==> src/rtl/dpram_stream_fifo.sv <==
// Valid/ready FWFT stream FIFO controller driving an external dual-port RAM
// (port A write-only, port B read-only, 1-cycle registered read-first data).
module dpram_stream_fifo #(
    parameter  int DEPTH = 8,
    parameter  int WIDTH = 8,
    localparam int AW    = $clog2(DEPTH),
    localparam int CW    = $clog2(DEPTH + 3)
) (
    input  logic             clk,
    input  logic             rst_n,
    input  logic             in_valid,
    output logic             in_ready,
    input  logic [WIDTH-1:0] in_data,
    output logic             out_valid,
    input  logic             out_ready,
    output logic [WIDTH-1:0] out_data,
    output logic [CW-1:0]    level,
    output logic             ram_w_en_a,
    output logic [AW-1:0]    ram_addr_a,
    output logic [WIDTH-1:0] ram_wdata_a,
    output logic             ram_w_en_b,
    output logic [AW-1:0]    ram_addr_b,
    output logic [WIDTH-1:0] ram_wdata_b,
    input  logic [WIDTH-1:0] ram_rdata_b
);

    logic [AW-1:0]    wr_ptr_q, wr_ptr_d;
    logic [AW-1:0]    rd_ptr_q, rd_ptr_d;
    logic [AW:0]      mem_cnt_q, mem_cnt_d;
    logic             rd_pend_q, rd_pend_d;
    logic [1:0]       buf_cnt_q, buf_cnt_d;
    logic [WIDTH-1:0] head_q, head_d;
    logic [WIDTH-1:0] second_q, second_d;
    logic             in_ready_q, in_ready_d;
    logic [CW-1:0]    level_q, level_d;

    logic             push;
    logic             pop;
    logic             issue;
    logic [2:0]       occ_after_pop;
    logic [1:0]       buf_left;

    always_comb begin
        push          = in_valid & in_ready_q;
        pop           = (buf_cnt_q != 2'd0) & out_ready;
        // Skid occupancy once this cycle's pop and in-flight read settle; a new
        // read may only launch if that leaves a free slot for its data.
        occ_after_pop = {1'b0, buf_cnt_q} + {2'b00, rd_pend_q} - {2'b00, pop};
        issue         = (mem_cnt_q != '0) && (occ_after_pop < 3'd2);

        wr_ptr_d      = push  ? wr_ptr_q + 1'b1 : wr_ptr_q;
        rd_ptr_d      = issue ? rd_ptr_q + 1'b1 : rd_ptr_q;
        mem_cnt_d     = mem_cnt_q + (AW+1)'(push) - (AW+1)'(issue);
        rd_pend_d     = issue;
        in_ready_d    = (mem_cnt_d < (AW+1)'(DEPTH));

        buf_left      = buf_cnt_q - 2'(pop);
        buf_cnt_d     = buf_left + 2'(rd_pend_q);
        head_d        = head_q;
        second_d      = second_q;
        if (pop && (buf_cnt_q == 2'd2)) begin
            head_d = second_q;
        end
        if (rd_pend_q) begin
            if (buf_left == 2'd0) begin
                head_d = ram_rdata_b;
            end else begin
                second_d = ram_rdata_b;
            end
        end

        level_d       = CW'(mem_cnt_d) + CW'(rd_pend_d) + CW'(buf_cnt_d);
    end

    always_ff @(posedge clk or negedge rst_n) begin
        if (!rst_n) begin
            wr_ptr_q   <= '0;
            rd_ptr_q   <= '0;
            mem_cnt_q  <= '0;
            rd_pend_q  <= 1'b0;
            buf_cnt_q  <= '0;
            head_q     <= '0;
            second_q   <= '0;
            in_ready_q <= 1'b0;
            level_q    <= '0;
        end else begin
            wr_ptr_q   <= wr_ptr_d;
            rd_ptr_q   <= rd_ptr_d;
            mem_cnt_q  <= mem_cnt_d;
            rd_pend_q  <= rd_pend_d;
            buf_cnt_q  <= buf_cnt_d;
            head_q     <= head_d;
            second_q   <= second_d;
            in_ready_q <= in_ready_d;
            level_q    <= level_d;
        end
    end

    assign in_ready    = in_ready_q;
    assign out_valid   = (buf_cnt_q != 2'd0);
    assign out_data    = head_q;
    assign level       = level_q;
    assign ram_w_en_a  = push;
    assign ram_addr_a  = wr_ptr_q;
    assign ram_wdata_a = in_data;
    assign ram_w_en_b  = 1'b0;
    assign ram_addr_b  = rd_ptr_q;
    assign ram_wdata_b = '0;

    a_buf_bound : assert property (@(posedge clk) disable iff (!rst_n)
        buf_cnt_q <= 2'd2);
    a_mem_bound : assert property (@(posedge clk) disable iff (!rst_n)
        mem_cnt_q <= (AW+1)'(DEPTH));
    a_no_rw_collide : assert property (@(posedge clk) disable iff (!rst_n)
        !(push && issue && (wr_ptr_q == rd_ptr_q)));

endmodule
==> config.mk <==
export PLATFORM = sky130hd
export DESIGN_NAME = dpram_stream_fifo
export DESIGN_NICKNAME = d
export VERILOG_FILES = /design/src/rtl/dpram_stream_fifo.sv
export SDC_FILE = /design/constraint.sdc
export NUM_CORES = 1
export LEC_CHECK = 0
export ABC_AREA = 1
export BUFFER_PORTS_ARGS = -buffer_cell sky130_fd_sc_hd__buf_4
export CORE_MARGIN = 1
export CORE_UTILIZATION = 51
export DETAILED_ROUTE_END_ITERATION = 16
export HOLD_SLACK_MARGIN = 0.06
export PLACE_DENSITY = 0.81
export SLEW_MARGIN = 15
export SYNTH_ARGS = -nofsm -noshare
export SYNTH_HDL_FRONTEND = slang
export SYNTH_SLANG_ARGS = --single-unit
==> constraint.sdc <==
create_clock -name clk -period 4.4 [get_ports clk]
set_input_delay 0.66 -clock clk [delete_from_list [all_inputs] [get_ports clk]]
set_output_delay 0.66 -clock clk [all_outputs]
set_load 0.005 [all_outputs]
# Yosys cells after proc, flatten, opt, wreduce, memory -nomap -nowiden
# Cells that the tools add are included.
# word_totals
mem_bits_ro	0
ram_bits	0
reg_bits	34
wordCells	34
out_inout_bits	38
in_bits	20
latch_bits	0
n_memories	0
# op_classes
magnitude_cmp	2
n_eq_ne	1
bitwise_logic	3
n_addsub	10
mul	0
shifts	0
muxes	3
n_reduce_logical	6
n_div	0
# op_table
op	count
$mux W8	3
$add A4 B1 Y4	2
$add A3 B1 Y3 const B	2
$add A4 B2 Y4	1
$lt A4 B4 Y1 const B	1
$reduce_bool A4 Y1	1
$sub A4 B1 Y4	1
$add A2 B1 Y3	1
$lt A3 B2 Y1 const B	1
$sub A3 B1 Y3	1
$add A2 B1 Y2	1
$and A1 B1 Y1	2
$eq A2 B2 Y1 const B	1
$logic_and A1 B1 Y1	2
$logic_not A2 Y1	1
$reduce_and A2 Y1	1
$reduce_bool A2 Y1	1
$sub A2 B1 Y2	1
$not A1 Y1	1

# Depth between registers and ports, before layout
# Gate-level depths: netlist of run 1.
# logic_depth
depth_word	8
mapped_depth	19
mapped_depth_nobuf	18

# Worst setup path before layout of run 1
# OpenSTA, ideal clock, no wires.
# synth_timing
path_type	input to register
startpoint	input out_ready
endpoint	register level_q[3], in the netlist level[3]
path_stages	18
setup_ns	0.065
arrival_ns	3.479
required_ns	4.335
path_slack_ns	0.856
n_path_buf	1
path_cell_list	nand3_4 buf_6 nand2_1 nand2_1 fa_1 xnor2_1 nand3_2 inv_1 ha_1 inv_1 ha_1 fa_1 ha_1 nand2_1 inv_1 o21ai_0 nand3_1 nand2_1
# synth_between
elab_chain_len	7
elab_cells_between_ends	9
classes_between	6 x add/sub; 1 x order compare; 1 x bitwise; 1 x reduce/logical
# synth_lines
item	line_no	rtl
start: declaration	15	input logic out_ready,
$and A1 B1 Y1	45	pop = (buf_cnt_q != 2'd0) & out_ready;
$sub A3 B1 Y3	48	occ_after_pop = {1'b0, buf_cnt_q} + {2'b00, rd_pend_q} - {2'b00, pop};
$lt A3 B2 Y1	49	issue = (mem_cnt_q != '0) && (occ_after_pop < 3'd2);
$logic_and A1 B1 Y1	49	
net issue	39	logic issue;
$sub A4 B1 Y4	53	mem_cnt_d = mem_cnt_q + (AW+1)'(push) - (AW+1)'(issue);
net mem_cnt_d[1]	29	logic [AW:0] mem_cnt_q, mem_cnt_d;
$add A4 B1 Y4	72	level_d = CW'(mem_cnt_d) + CW'(rd_pend_d) + CW'(buf_cnt_d);
$add A4 B2 Y4	72	
net level_d[3]	35	logic [CW-1:0] level_q, level_d;
end signal: assignment	95	level_q <= level_d;
end: declaration	35	
# The timed path passes the listed nets, and every way through them passes these cells.
# A chain may end at the register's enable or synchronous reset.

# Worst setup path in the final report of run 1
# layout_timing
startpoint	register buf_cnt_q[1]
endpoint	register level_q[3], in the netlist level[3]
# layout_between
elab_chain_len	8
elab_cells_between_ends	11
classes_between	7 x add/sub; 1 x order compare; 1 x bitwise; 2 x reduce/logical
# layout_lines
item	line_no	rtl
start: declaration	31	logic [1:0] buf_cnt_q, buf_cnt_d;
start signal: assignment	91	buf_cnt_q <= buf_cnt_d;
parallel branches: the longest is 2 deep, another holds $add A2 B1 Y3	--	
$sub A3 B1 Y3 (*)	48	
$lt A3 B2 Y1 (*)	49	
$logic_and A1 B1 Y1 (*)	49	
net issue	39	
$sub A4 B1 Y4 (*)	53	
net mem_cnt_d[1]	29	
$add A4 B1 Y4 (*)	72	
$add A4 B2 Y4 (*)	72	
net level_d[3]	35	
# Mark *: on every way through the listed nets, which the timed path passes.

==> run_results.csv, run 1 <==
group,metric,value,unit
run_status,status,"completed",
worst_setup_path,critical_path_buf_inv_count,3,
power,powerDensity,897.2,mW/mm^2
final_layout,mostFrequentLayoutCells,"nand2_1, dfrtp_1, buf_4",
place,pre_cts_ws,503.0,ps
detailed_routing,ant_nets,0,
worst_setup_path,cp-start-kind,"flop",
logic_synthesis,synth.cell_area,0.001894,sq mm
clock_tree,clk_path_buf_depth,2,
logic_synthesis,async_flop_share,100.0,%
detailed_routing,drc_errors,0,
worst_setup_path,cp_max_fo,13,
floorplanning,fp.coreArea,0.003442,sq mm
sta,max_freq,0.2740,GHz
worst_setup_path,crit_required,4630,ps
floorplanning,initial_core_util,55.03,%
logic_synthesis,synth.distinct_cells,22,
clock_tree,htree_levels,2,
power,clkPwrFrac,11.1,%
final_layout,diodes,0,
worst_setup_path,end_kind,"flop",
clock_tree,clock_latency,290,ps
place,dp.cells,284,
clock_tree,cts_buffers,5,
sta,relSlewSlack,63.41,%
sta,fin_crit_sh,82.95,%
worst_setup_path,critPathArrivalTime,3880,ps
power,p_total,1.933,mW
sta,maxSlewViolCount,0,
worst_setup_path,slowest_delay,480,ps
power,combPwrFrac,58.2,%
worst_hold_path,hp-class,"input port to async pin",
final_layout,finalNetCount,279,
place,dpl_cell_area,0.002078,sq mm
sta,post-route-worst-setup-slack,750.1,ps
grt,grt_max_degree,35,
place,dpl.hpwl,2428,microns
worst_setup_path,cpMostUsedCell,"nand2_1",
power,max-vdd-ir-drop,0.3922,mV
clock_tree,cts_setup_buffers,0,
grt,grt_usage,20.42,%
sta,final.min_clock_period,3650,ps
detailed_routing,drt_iter0_drc,89,
clock_tree,cts-root-buf,"clkbuf_8",
detailed_routing,dr.pass1.iters,4,
flow_run,cap_violations,0,
logic_synthesis,yosys_warnings,0,
sta,skew,3.648,ps
logic_synthesis,synth_flop_cell,"dfrtp_1",
final_layout,syn2layout_area_growth,13.74,%
grt,grt_pass1_wl,6085,microns
final_layout,final-seq-area,850.8,sq um
floorplanning,num_rows,21,
clock_tree,clk_pin_slew,60,ps
floorplanning,pin_count,58,
detailed_routing,vias,1416,
logic_synthesis,ys_ff_latch,34,
power,internal_power,1.079,mW
worst_setup_path,worst-setup-path-type,"flop to flop",
detailed_routing,routed_wl,3416,microns
final_layout,drive_gt1_share,18.78,%
place,port_buffers,32,
sta,hold_ws,303.2,ps
logic_synthesis,synth_enable_flop_cells,0,
floorplanning,die_area,0.003962,sq mm
sta,worst_pin_slew,548.8,ps
worst_setup_path,cp_top_family,"adder cells",
final_layout,postLayoutCellArea,0.002155,sq mm
sta,setup_violations,0,
final_layout,utilization,62.60,%
clock_tree,cts_tree,"built",
clock_tree,ctsResizeCount,0,
grt,grt_pass1_vias,1420,
worst_setup_path,slowest_stage,"dfrtp_1",
sta,rsz0062_at_grt,"false",
grt,grt.overflow.total,0,
clock_tree,cts_sinks,34,
logic_synthesis,syn_inst,217,
power,p_leak,1.232,nW
worst_setup_path,reg2reg_depth,17,
place,place_congestion,0.8156,
worst_setup_path,r2r-end,"level[3]$_DFF_PN0_",
sta,hold_viol,0,
clock_tree,cts_hold_buffers,0,
final_layout,final_common_cell,"nand2_1",
detailed_routing,avgRoutedWirePerCell,11.74,microns
final_layout,multi_input_area,830.8,sq um
final_layout,fillers,314,
worst_setup_path,r2r_start,"buf_cnt_q[1]$_DFF_PN0_",
floorplanning,die_x,62.95,microns
worst_setup_path,rrSetupSlack,750,ps
logic_synthesis,seq_area_frac_synth,44.91,%
grt,antenna_found_initial,0,
sta,timing.setup.tns,0,ps
power,pwr-share-seq,30.8,%
power,p_sw,0.8540,mW
power,swShare,44.18,%
floorplanning,die-height,62.95,microns
final_layout,instances_no_fill,291,
worst_setup_path,path_cells,"nand3_4 -> nand2_1 -> nand2_1 -> fa_1 -> xnor2_1 -> nand3_2 -> inv_1 -> ha_1 -> inv_1 -> ha_1 -> fa_1 -> ha_1 -> nand2_1 -> inv_1 -> o21ai_0 -> nand3_1 -> nand2_1",
logic_synthesis,syn_avg_cell_area,8.730,sq um
detailed_routing,viasPerCell,4.866,
flip-flops by register name, summed over array words and instances (netlist names):
name and count:
out_data 8, second_q 8, level 4, mem_cnt_q 4, ram_addr_a 3, ram_addr_b 3, buf_cnt_q 2, in_ready 1
rd_pend_q 1
area by class of cell:
| cell class | instances | area share (%) |
|---|---|---|
| Sequential cell | 34 | 39.49 |
| Clock buffer | 7 | 3.542 |
| Tap cell | 46 | 2.671 |
| Timing Repair Buffer | 32 | 11.15 |
| Multi-Input combinational cell | 147 | 38.56 |
| Inverter | 25 | 4.588 |
routing by layer:
| metal | vias to the layer above | routed length [microns] | track usage, % |
|---|---|---|---|
| met3 | 7 | 182 | 6.387 |
| met2 | 39 | 1637 | 32.66 |
| met4 | 0 | 69 | 11.05 |
| met1 | 674 | 1526 | 24.32 |
| met5 | - | 0 | 0 |
| li1 | 696 | - | - |
cell usage after synthesis (2+ instances only):
| cell | number | share of area (%) |
|---|---|---|
| nand2_1 | 90 | 18 |
| dfrtp_1 | 34 | 45 |
| inv_1 | 22 | 4.4 |
| buf_4 | 17 | 6.7 |
| nand3_1 | 15 | 4.0 |
| ha_1 | 10 | 6.6 |
| fa_1 | 4 | 4.2 |
| xnor2_1 | 4 | 1.8 |
| nand4_1 | 3 | 0.99 |
| a21oi_1 | 2 | 0.53 |
| inv_2 | 2 | 0.40 |
| nand2_4 | 2 | 1.2 |
| nand3_4 | 2 | 1.8 |
| xor2_1 | 2 | 0.92 |
power groups by stage:
| stage | clock [mW] | sequential (mW) | combinational, mW |
|---|---|---|---|
| floorplan | 0 | 0.578 | 0.820 |
| global placement | 0 | 0.594 | 1.09 |
| detailed placement | 0 | 0.595 | 1.12 |
| CTS | 0.220 | 0.593 | 1.13 |
| global route | 0.237 | 0.612 | 1.33 |
| finish | 0.214 | 0.595 | 1.12 |
worst max path at each step:
stage | to | slack [ps] | from | depth (start not counted)
floorplan | level[3]$_DFF_PN0_ | 860 | out_ready | 18
global route | level[3]$_DFF_PN0_ | 400 | buf_cnt_q[1]$_DFF_PN0_ | 17
global placement | level[3]$_DFF_PN0_ | 630 | out_ready | 18
CTS | level[3]$_DFF_PN0_ | 740 | buf_cnt_q[1]$_DFF_PN0_ | 17
detailed placement | level[3]$_DFF_PN0_ | 500 | out_ready | 18
finish | level[3]$_DFF_PN0_ | 750 | buf_cnt_q[1]$_DFF_PN0_ | 17
cell families (layout without fill, tap and decap cells):
| group | count (synthesis) | after routing | share of synthesized area, % |
|---|---|---|---|
| XOR/XNOR | 6 | 6 | 2.774 |
| other | 1 | 9 | 0.1980 |
| adder cells (fa/ha/maj) | 14 | 14 | 10.83 |
| AND/OR/NAND/NOR | 115 | 115 | 27.67 |
| AO/OA/AOI/OAI | 3 | 3 | 0.7924 |
| flip-flops | 34 | 34 | 44.91 |
| buffers and inverters | 44 | 64 | 12.81 |
Note: power is estimated with default switching activity, not from simulation.
==> run 2, diff against run 1 <==
Settings changed: ABC_AREA 1 to 0, CORE_UTILIZATION 51 to 50.
Clock period 4.4 ns to 3.5 ns, I/O delays scaled along.
==> run 2 against run 1 <==
Against the previous run: sequential cell count stayed put; combinational power is 29% higher; global-route usage is 3.1 points lower.
==> run_results.csv, run 2 <==
group,metric,value,unit
run_status,status,"completed",
detailed_routing,ant_nets,0,
worst_setup_path,cp-start-kind,"flop",
logic_synthesis,netlist_top_cells_count,"dfrtp_1, mux2_2, buf_4",
final_layout,syn2layout_area_growth,18.55,%
detailed_routing,avgRoutedWirePerCell,13.13,microns
detailed_routing,vias,1034,
grt,grt.overflow.total,0,
power,max-vdd-ir-drop,0.7457,mV
logic_synthesis,yosys_warnings,0,
worst_setup_path,end_kind,"flop",
logic_synthesis,yosysMostFrequentCell,"dfrtp_1",
worst_setup_path,crit_start,"buf_cnt_q[0]$_DFF_PN0_",
grt,grt_pass1_wl,4485,microns
worst_setup_path,r2r_start,"buf_cnt_q[0]$_DFF_PN0_",
worst_setup_path,critPathArrivalTime,3520,ps
power,powerDensity,1171,mW/mm^2
logic_synthesis,ys_ff_latch,34,
sta,final.min_clock_period,3305,ps
final_layout,postLayoutCellArea,0.002127,sq mm
sta,skew,6.180,ps
final_layout,drive_gt1_share,47.37,%
final_layout,finalNetCount,205,
flow_run,cap_violations,0,
place,dpl.hpwl,2195,microns
logic_synthesis,synth_top_area_cell,"dfrtp_1",
logic_synthesis,syn_avg_cell_area,13.29,sq um
worst_setup_path,cp_max_fo,4,
place,place_congestion,0.7446,
clock_tree,clock_latency,340,ps
floorplanning,die_area,0.003832,sq mm
worst_hold_path,hp-class,"input port to async pin",
grt,grt_pass1_vias,1038,
worst_setup_path,r2r-end,"level[3]$_DFF_PN0_",
detailed_routing,drt_iter0_drc,16,
clock_tree,cts_tree,"built",
floorplanning,die_x,61.91,microns
logic_synthesis,synth_top_area_share,47.42,%
clock_tree,cts-root-buf,"clkbuf_4",
grt,grt_usage,17.33,%
logic_synthesis,yosys-top-cells-area,"dfrtp_1, mux2_2, buf_4",
clock_tree,clk_path_buf_depth,2,
detailed_routing,viasPerCell,4.765,
logic_synthesis,synth_flop_cell,"dfrtp_1",
worst_setup_path,reg2reg_depth,15,
worst_setup_path,worst-setup-path-type,"flop to flop",
logic_synthesis,synth.cell_area,0.001794,sq mm
clock_tree,cts_hold_buffers,0,
logic_synthesis,seq_area_frac_synth,47.42,%
sta,hold_ws,113.2,ps
final_layout,utilization,62.75,%
final_layout,final_common_cell,"buf_4",
sta,setup_violations,0,
detailed_routing,routed_wl,2849,microns
clock_tree,cts_sinks,34,
power,p_total,2.491,mW
final_layout,diodes,0,
final_layout,mostFrequentLayoutCells,"buf_4, dfrtp_1, mux2_2",
logic_synthesis,async_flop_share,100.0,%
power,p_leak,1.075,nW
floorplanning,die-height,61.91,microns
worst_setup_path,rrSetupSlack,200,ps
logic_synthesis,syn_inst,135,
detailed_routing,dr.pass1.iters,2,
place,port_buffers,32,
grt,antenna_found_initial,0,
sta,max_freq,0.3026,GHz
clock_tree,clk_pin_slew,100,ps
floorplanning,fp.coreArea,0.003390,sq mm
place,dpl_cell_area,0.002036,sq mm
floorplanning,initial_core_util,52.93,%
worst_setup_path,crit_required,3720,ps
floorplanning,pin_count,58,
sta,fin_crit_sh,94.42,%
logic_synthesis,synth_enable_flop_cells,0,
detailed_routing,drc_errors,0,
grt,grt_max_degree,35,
sta,maxSlewViolCount,0,
sta,timing.setup.tns,0,ps
clock_tree,htree_levels,2,
sta,rsz0062_at_grt,"false",
sta,hold_viol,0,
floorplanning,num_rows,21,
clock_tree,cts_buffers,5,
logic_synthesis,synth.distinct_cells,24,
-- run 2: final cells by class --
class                           instances  area [sq um]
Multi-Input combinational cell         77         792.0
Timing Repair Buffer                   39         292.8
Sequential cell                        34         850.8
Clock buffer                            6         51.30
Tap cell                               46         57.56
Inverter                               14         52.55
Clock inverter                          1         30.03
Fill cell                             265          1262
-- run 2: worst max-delay path, stage by stage (launching register included) --
cell     delay [ps]
dfrtp_1         400
or2b_1          260
nand2_1          90
nand2_1          70
fa_2            360
xnor2_2         140
nand3_1         100
inv_1            60
ha_1            260
inv_1            40
ha_1            200
fa_1            490
ha_1            290
a21o_1          160
nand2_1          70
xnor3_1         200
-- run 2: power breakdown --
part           leakage [nW]  internal, mW  switching (mW)
clock                0.0443         0.166           0.126
combinational         0.630         0.830           0.618
sequential            0.401         0.631           0.121
total                  1.08          1.63           0.864
-- run 2: how the worst max path moves through the flow --
stage | endpoint | slack [ps] | cells past startpoint
final | level[3]$_DFF_PN0_ | 200 | 15
after global routing | level[3]$_DFF_PN0_ | 6 | 15
after CTS | level[3]$_DFF_PN0_ | 130 | 15
after detailed placement | level[3]$_DFF_PN0_ | -80 | 16
after global placement | level[3]$_DFF_PN0_ | 2 | 16
after floorplan | level[3]$_DFF_PN0_ | 80 | 15
-- run 2: layer usage --
metal / share of wire, % / vias to the layer above / GRT usage [%]
met5: 0 / - / 0
met1: 41 / 508 / 20.25
met4: 1.5 / 0 / 7.619
met2: 51 / 32 / 28.11
li1: - / 489 / -
met3: 5.9 / 5 / 7.246
-- run 2: kinds of logic after synthesis --
kind of cell | synth area share, %
flip-flops | 47.42
adder cells (fa/ha/maj) | 11.44
AND/OR/NAND/NOR | 5.300
XOR/XNOR | 6.137
multiplexers | 16.32
other | 0.2090
AO/OA/AOI/OAI | 2.510
buffers and inverters | 10.67
-- run 2: metrics by stage --
| stage | setup WS, ps | cells |
|---|---|---|
| 6_report | 195.3 | 217 |
| 5_1_grt | 6.284 | 217 |
| 4_1_cts | 127.0 | 217 |
| 3_5_place_dp | -79.97 | 210 |
| 3_3_place_gp | 2.141 | 210 |
| 2_1_floorplan | 81.02 | 143 |
-- run 2: repair_timing --
action | CTS | global route
setup buffers | 0 | 0
gates resized for setup | 0 | 2
setup endpoints to repair | 0 | 1
